[config.mk]
export PLATFORM = sky130hd
export DESIGN_NAME = alu_exec
export DESIGN_NICKNAME = d
export VERILOG_FILES = /design/src/rtl/alu_exec.sv
export SDC_FILE = /design/constraint.sdc
export NUM_CORES = 1
export LEC_CHECK = 0
export ABC_CLOCK_PERIOD_IN_PS = 3100
export CAP_MARGIN = 20
export CORE_MARGIN = 2
export CORE_UTILIZATION = 23
export CTS_CLUSTER_SIZE = 20
export DETAILED_ROUTE_END_ITERATION = 10
export SLEW_MARGIN = 30
export SYNTH_ARGS = -nofsm -noshare
export SYNTH_HDL_FRONTEND = slang
export SYNTH_SLANG_ARGS = --single-unit
[constraint.sdc]
create_clock -name clk -period 3.1 [get_ports clk]
set_clock_uncertainty 0.2 [all_clocks]
set_input_delay 0.62 -clock clk [delete_from_list [all_inputs] [get_ports clk]]
set_output_delay 0.62 -clock clk [all_outputs]
set_load 0.02 [all_outputs]
[src/rtl/alu_exec.sv]
// ============================================================================
// Module   : alu_exec
// Function : 32-bit ALU with valid/ready handshake; shifts are iterative
//            (one bit per cycle) unless ALU_EXEC_FAST_SHIFT_EN is defined,
//            which selects a single-cycle barrel shifter.
// Revision : 1.0 - initial release
// ============================================================================
`default_nettype none

module alu_exec (
  input  logic        clk,
  input  logic        reset_n,
  input  logic        in_valid,
  output logic        in_ready,
  input  logic [31:0] a,
  input  logic [31:0] b,
  input  logic [3:0]  alu_control,
  output logic        out_valid,
  input  logic        out_ready,
  output logic [31:0] result,
  output logic        zero,
  output logic        illegal
);

  localparam logic [3:0] OP_ADD = 4'd0;
  localparam logic [3:0] OP_SUB = 4'd1;
  localparam logic [3:0] OP_AND = 4'd2;
  localparam logic [3:0] OP_OR  = 4'd3;
  localparam logic [3:0] OP_SLL = 4'd4;
  localparam logic [3:0] OP_SLT = 4'd5;
  localparam logic [3:0] OP_XOR = 4'd6;
  localparam logic [3:0] OP_SRL = 4'd7;
  localparam logic [3:0] OP_SRA = 4'd8;

  localparam logic [1:0] ST_IDLE  = 2'd0;
  localparam logic [1:0] ST_SHIFT = 2'd1;
  localparam logic [1:0] ST_DONE  = 2'd2;

  logic [1:0]  r_state;
  logic [1:0]  w_next_state;
  logic        w_accept;
  logic        w_legal;
  logic [31:0] w_alu_res;
  logic [31:0] r_result;
  logic        r_zero;
  logic        r_illegal;

`ifndef ALU_EXEC_FAST_SHIFT_EN
  logic [4:0]  r_cnt;
  logic [31:0] r_work;
  logic [3:0]  r_op;
  logic        w_is_shift;
  logic        w_start_shift;
  logic [31:0] w_shift1;
`endif

  assign w_accept = in_valid & (r_state == ST_IDLE);
  assign w_legal  = (alu_control <= OP_SRA);

  // Single-cycle result for everything that completes on the accept edge.
  always_comb begin
    w_alu_res = 32'd0;
    case (alu_control)
      OP_ADD: w_alu_res = a + b;
      OP_SUB: w_alu_res = a - b;
      OP_AND: w_alu_res = a & b;
      OP_OR:  w_alu_res = a | b;
      OP_XOR: w_alu_res = a ^ b;
      OP_SLT: w_alu_res = {31'd0, ($signed(a) < $signed(b))};
`ifdef ALU_EXEC_FAST_SHIFT_EN
      OP_SLL: w_alu_res = a << b[4:0];
      OP_SRL: w_alu_res = a >> b[4:0];
      OP_SRA: w_alu_res = $unsigned($signed(a) >>> b[4:0]);
`else
      OP_SLL,
      OP_SRL,
      OP_SRA: w_alu_res = a;  // only reached with a zero shift amount
`endif
      default: w_alu_res = 32'd0;
    endcase
  end

`ifndef ALU_EXEC_FAST_SHIFT_EN
  assign w_is_shift    = (alu_control == OP_SLL) | (alu_control == OP_SRL) |
                         (alu_control == OP_SRA);
  assign w_start_shift = w_is_shift & (b[4:0] != 5'd0);

  always_comb begin
    w_shift1 = r_work;
    case (r_op)
      OP_SLL:  w_shift1 = {r_work[30:0], 1'b0};
      OP_SRL:  w_shift1 = {1'b0, r_work[31:1]};
      default: w_shift1 = {r_work[31], r_work[31:1]};
    endcase
  end
`endif

  // State register
  always_ff @(posedge clk or negedge reset_n) begin
    if (!reset_n) begin
      r_state <= ST_IDLE;
    end else begin
      r_state <= w_next_state;
    end
  end

  // Next-state logic
  always_comb begin
    w_next_state = r_state;
    case (r_state)
      ST_IDLE: begin
        if (w_accept) begin
`ifdef ALU_EXEC_FAST_SHIFT_EN
          w_next_state = ST_DONE;
`else
          w_next_state = w_start_shift ? ST_SHIFT : ST_DONE;
`endif
        end
      end
      ST_SHIFT: begin
`ifdef ALU_EXEC_FAST_SHIFT_EN
        w_next_state = ST_IDLE;
`else
        if (r_cnt == 5'd1) begin
          w_next_state = ST_DONE;
        end
`endif
      end
      ST_DONE: begin
        if (out_ready) begin
          w_next_state = ST_IDLE;
        end
      end
      default: w_next_state = ST_IDLE;
    endcase
  end

  // Output decode
  always_comb begin
    in_ready  = 1'b0;
    out_valid = 1'b0;
    case (r_state)
      ST_IDLE: in_ready  = 1'b1;
      ST_DONE: out_valid = 1'b1;
      default: begin
        in_ready  = 1'b0;
        out_valid = 1'b0;
      end
    endcase
  end

  // Datapath: result/zero/illegal load only on completion, then hold.
  always_ff @(posedge clk or negedge reset_n) begin
    if (!reset_n) begin
      r_result  <= 32'd0;
      r_zero    <= 1'b1;
      r_illegal <= 1'b0;
`ifndef ALU_EXEC_FAST_SHIFT_EN
      r_cnt     <= 5'd0;
      r_work    <= 32'd0;
      r_op      <= 4'd0;
`endif
    end else begin
      if (w_accept) begin
        r_illegal <= ~w_legal;
`ifndef ALU_EXEC_FAST_SHIFT_EN
        if (w_start_shift) begin
          r_work <= a;
          r_cnt  <= b[4:0];
          r_op   <= alu_control;
        end else begin
          r_result <= w_alu_res;
          r_zero   <= (w_alu_res == 32'd0);
        end
`else
        r_result <= w_alu_res;
        r_zero   <= (w_alu_res == 32'd0);
`endif
      end
`ifndef ALU_EXEC_FAST_SHIFT_EN
      else if (r_state == ST_SHIFT) begin
        r_work <= w_shift1;
        r_cnt  <= r_cnt - 5'd1;
        if (r_cnt == 5'd1) begin
          r_result <= w_shift1;
          r_zero   <= (w_shift1 == 32'd0);
        end
      end
`endif
    end
  end

  assign result  = r_result;
  assign zero    = r_zero;
  assign illegal = r_illegal;

endmodule

`default_nettype wire

Word-level counts from Yosys, hierarchy flattened
Cells that the tools add are included.
{"block": "word_totals", "in_bits": 72, "output_inout_bits": 36, "ff_bits": 77, "word_cells": 73}
{"block": "op_classes", "reduce_logical": 12, "add_sub_neg": 3, "order_cmp": 2, "n_bitwise": 8, "muxes": 23, "n_eq_ne": 18}
{"cell": "32-bit 2-to-1 mux", "count": 7}
{"cell": "32-bit case mux with 7 select lines", "count": 1}
{"cell": "32-bit logical NOT", "count": 2}
{"cell": "32-bit case mux with 2 select lines", "count": 1}
{"cell": "32-bit adder", "count": 1}
{"cell": "32-bit bitwise AND", "count": 1}
{"cell": "32-bit less-than comparator", "count": 1}
{"cell": "32-bit bitwise OR", "count": 1}
{"cell": "32-bit subtractor", "count": 1}
{"cell": "32-bit bitwise XOR", "count": 1}
{"cell": "4-bit by 3-bit == test with 1-bit output, second input constant", "count": 6}
{"cell": "5-bit 2-to-1 mux", "count": 3}
{"cell": "4-bit by 2-bit == test with 1-bit output, second input constant", "count": 2}
{"cell": "2-bit 2-to-1 mux", "count": 4}
{"cell": "2-bit != test, second input constant", "count": 4}
{"cell": "1-bit 2-to-1 mux", "count": 6}
{"cell": "2-bit case mux with 3 select lines", "count": 1}
{"cell": "3-bit AND reduction", "count": 2}
{"cell": "5-bit by 1-bit == test with 1-bit output, second input constant", "count": 1}
{"cell": "5-bit nonzero test", "count": 1}
{"cell": "5-bit by 1-bit subtractor with 5-bit output, second input constant", "count": 1}
{"cell": "4-bit by 1-bit == test with 1-bit output, second input constant", "count": 1}
{"cell": "4-bit == test, second input constant", "count": 1}
{"cell": "4-bit less-or-equal comparator, second input constant", "count": 1}
{"cell": "11 further kinds", "count": 15}

Logic depth before layout (Yosys ltp)
{"block": "logic_depth", "depth_word": 7, "mapped_depth": 16, "depth_no_buf": 15}

Worst setup path before layout
No wires, ideal clock.
{"block": "synth_path", "path_type": "input -> register", "start": "input port a[11]", "end": "register r_zero, in the netlist zero", "t_required_ps": 2828, "arrival_time_ps": 4058, "cell_stages": 15, "setup_slack_ps": -1230, "path_cell_list": "inv_1 > ha_1 > buf_6 > or4_4 > or4_4 > nor4_4 > a211oi_4 > o21ai_4 > a211oi_2 > a211o_1 > o21ai_2 > and4_1 > o311ai_1 > or4_1 > o21ai_1"}
{"block": "synth_between", "elab_chain_len": 5}
{"element": "from (decl)", "line_no": "15", "source": "input logic [31:0] a,"}
{"element": "32-bit subtractor (tied with other cells)", "line_no": "65", "source": "OP_SUB: w_alu_res = a - b;"}
{"element": "32-bit case mux with 7 select lines (*)", "line_no": "63", "source": "case (alu_control)"}
{"element": "32-bit logical NOT (*)", "line_no": "173", "source": "r_zero <= (w_alu_res == 32'd0);"}
{"element": "1-bit 2-to-1 mux (*)", "line_no": "167", "source": "if (w_start_shift) begin"}
{"element": "1-bit 2-to-1 mux (*)", "line_no": "164", "source": "if (w_accept) begin"}
{"element": "to (signal assigned)", "line_no": "173"}
{"element": "to (signal assigned)", "line_no": "186", "source": "r_zero <= (w_shift1 == 32'd0);"}
{"element": "to (decl)", "line_no": "45", "source": "logic r_zero;"}
Mark *: on every way between the ends. The rest lies on a longest branch, timed or not. The select of a mux whose other input is x is not followed.
A chain may end at the register's enable or synchronous reset.

Worst setup path after layout
{"block": "layout_path", "start": "input port b[13]", "end": "register r_zero, in the netlist zero"}
{"block": "layout_between", "elab_chain_len": 5}
{"element": "from (decl)", "line_no": "16", "source": "input logic [31:0] b,"}
{"element": "32-bit subtractor (tied with other cells)", "line_no": "65"}
{"element": "32-bit case mux with 7 select lines (*)", "line_no": "63"}
{"element": "32-bit logical NOT (*)", "line_no": "173"}
{"element": "1-bit 2-to-1 mux (*)", "line_no": "167"}
{"element": "1-bit 2-to-1 mux (*)", "line_no": "164"}
Marks and branches as above.

==> results.toml <==
[outcome]
run_status = "finished with violations"
failing_checks = "setup timing"

[cts]
cts-root-to-sink-buffers = 2
cts-buffers-inserted = 9
cts_max_level = 3
numClockSinks = 77
tritoncts_clock_tree = "done"
worst_skew_pair.late_latency_ps = 340
clock_transition_time_at_the_flip_flop_clock_pins_of_the_worst_setup_and_hold_paths_ps = 60
clk_root_buffer_cell = "clkbuf_16"
cts.hold.buffers_added = 0

[die]
initial_utilization = 0.234
placeableCoreArea_sq_mm = 0.0420
fp.dieH_microns = 211
rows = 75
die_x_microns = 211
die-area_sq_mm = 0.0444
pin_count = 108

[logic_synthesis]
syn_inst = 1319
postSynth.topFlopCell = "dfrtp_1"
synth-warning-count = 0
synth.net_count = 1508
synth-seq-cells = 77
synth_area_sq_mm = 0.00982
synth-edff-count = 0
async_flop_share = 1.00
avgSynthCellArea_sq_um = 7.45
seq_area_frac_synth = 0.196
synthDistinctLibCells = 89

[timing]
post-route-worst-setup-slack_ps = -1070
transition_time_at_the_pin_with_the_least_slew_margin_ps = 820
hold_ws_ps = 119
max-slew-margin-rel = 0.449
setup_violations = 22
report.final.hold_viol_count = 0
finalCritPeriodShare = 1.34
timing.final.crit_period_ps = 4170
slew_viol_final = 0
fmaxAchievable_ghz = 0.240
rsz0062_at_grt = "true"

[power]
worst_ir_drop_vdd_mv = 0.220
static-leakage-power_uw = 0.00721
power_per_cell_area_mw_per_mm2 = 473

[worst_setup_path]
timing.critical_path.cells = "buf_8, inv_6, ha_4, or4_4, or4_4, nor4_4, buf_4, o211ai_1, a21boi_1, nand4_1, a21oi_2, mux2_4, o22ai_4, or3_1, or4_1, o21ai_1"
timing.critical_path.fanout_max = 3
timing.critical_path.slowest_cell_delay_ps = 560
worst_setup_path_start_kind = "primary input"
critical_path_class = "in -> reg"
cp_data_arrival_time_ps = 4250
required_time_worst_endpoint_ps = 3180
worstRegToRegCells = 12
reg2reg_slack_ps = -160
timing.critical_path.to_type = "flop"
timing.critical_path.mode_cell = "or4_4"
crit_cells = 16
rr_startpoint = "r_state[1]$_DFFE_PN0P_"
cp_slowest_cell = "or4_4"
critical_path.reg2reg.endpoint = "zero$_DFFE_PN1P_"
crit_buf_inv = 3
cp_top_family = "simple AND/OR/NAND/NOR gates"

[route]
drt_iter0_markers = 984
detail_route.wirelength_microns = 46900
post_drt_wl_per_cell_microns = 19.7
drt-vias-per-instance = 5.22
detail-route-antenna-nets = 0
num_vias = 12400
drc = 0
firstDrtPassIters = 5

[placed_design]
gpl.final_weighted_congestion = 0.973
hpwl_microns = 37000
port_buffers = 107
dpl-instance-area_sq_mm = 0.0147
dp_slack_ps = -2030

[finish]
design.final.nets = 2022
leading_cell_types_in_the_layout_fill_and_taps_excluded = "buf_4, a21oi_1, nor2_1, nand2_1, ha_1"
share_of_final_layout_standard_cells_stronger_than_drive_strength_1 = 0.427
fillerInstances = 4233
most_common_cell_after_layout_fill_and_taps_aside = "buf_4"
diodes = 0
final_core_utilization = 0.402
finalInstanceArea_sq_mm = 0.0169
area_growth_pct = 72.2

[grt]
number_of_antenna_violations_at_the_first_check_in_global_routing = 3
grt_start_max_net_pins = 78
grt_pass1_wl_microns = 71100
groute.usage.overall = 0.206
grt_pass1_vias = 12400
grt_overflow = 0

[worst_hold_path]
min_path_type = "in -> async"

[run]
cap_viol_max_count = 0
==> cell usage after synthesis, types with 5 or more instances <==
cell      instances  area share
a21oi_1         150       0.076
nor2_1          124       0.047
ha_1            115        0.15
inv_1           101       0.039
nand2_1          97       0.037
o21ai_0          96       0.049
dfrtp_1          76        0.19
clkbuf_1         68       0.026
mux2i_1          41       0.042
nor3_1           41       0.021
o221ai_1         33       0.029
o21a_1           28       0.021
o211ai_1         22       0.017
nand3_1          20       0.010
a31oi_1          19       0.012
a211oi_1         18       0.014
a22oi_1          17       0.013
nand2b_1         16       0.010
nor2b_1          16       0.010
o21bai_1         14       0.011
o22ai_1          14      0.0089
buf_2            13      0.0066
nand4_1          13      0.0083
a21o_1           12      0.0092
a221oi_1         11      0.0098
o31ai_1           9      0.0069
nor4_1            8      0.0051
or3_1             8      0.0051
and2_1            6      0.0038
xnor2_1           6      0.0053
buf_1             5      0.0019
mux2_2            5      0.0057
==> cells by family (layout without fill, tap and decap cells) <==
family                     after synthesis  after routing  share of synthesized area
AOI/OAI and AO/OA                      503            503                      0.339
xor gates and xnor gates                 8              8                    0.00713
adders and majority gates              117            117                      0.151
buffers and inverters                  189            708                     0.0750
DFF                                     77             77                      0.196
muxes                                   46             46                     0.0475
and+or+nand+nor                        379            379                      0.184
==> flip-flops by register name, indices dropped and copies added (netlist names) <==
| name | flops |
|---|---|
| zero | 1 |
| r_op | 4 |
| r_state | 2 |
| r_work | 32 |
| result | 32 |
| r_cnt | 5 |
| illegal | 1 |
==> power by group <==
group,switching (uW),internal (uW),total (uW)
registers,292,1430,1720
clock network,439,583,1020
logic,2880,2370,5250
total,3610,4380,7990
==> area by class of cell <==
cell class / count / area (sq um) / area share
Timing Repair Buffer: 591 / 4890 / 0.289
Clock inverter: 4 / 22.5 / 0.00133
Clock buffer: 12 / 256 / 0.0152
Tap cell: 539 / 674 / 0.0399
Inverter: 101 / 422 / 0.0249
Multi-Input combinational cell: 1053 / 8720 / 0.516
Sequential cell: 77 / 1930 / 0.114
==> per-layer routing <==
layer | GRT usage | up-vias | part of all wire
li1 | - | 5877 | -
met1 | 0.283 | 6036 | 0.45
met2 | 0.334 | 408 | 0.46
met3 | 0.0236 | 85 | 0.052
met4 | 0.0687 | 2 | 0.032
met5 | 0 | - | 0.00028
==> metrics by stage <==
stage | setup TNS, ps | total power, uW | instances
after floorplan | -8150 | 4130 | 1319
after global placement | -41410 | 6200 | 2313
after detailed placement | -41950 | 6260 | 2313
after CTS | -13850 | 7720 | 2364
after global routing | -12870 | 8490 | 2377
final | -10880 | 7990 | 2377
==> timing repair <==
item                                    CTS  global route
pin swaps                                97            91
resized for setup                       318           171
endpoints found under the setup margin   31            31
buffers inserted                         41            27
==> worst register-to-register path, delay by kind of cell (launching register included) <==
kind	cells	cell delay, ps
flip-flops	1	370
AND/OR/NAND/NOR	9	2060
AO/OA/AOI/OAI	3	560
==> worst max path at each step <==
stage,end,startpoint,slack (ps)
CTS,zero$_DFFE_PN1P_,a[11],-1240
global placement,zero$_DFFE_PN1P_,a[2],-2060
detailed placement,zero$_DFFE_PN1P_,a[0],-2030
global route,zero$_DFFE_PN1P_,b[13],-1180
finish,zero$_DFFE_PN1P_,b[13],-1070
floorplan,zero$_DFFE_PN1P_,a[11],-1150
(Power assumes the default switching activity.)
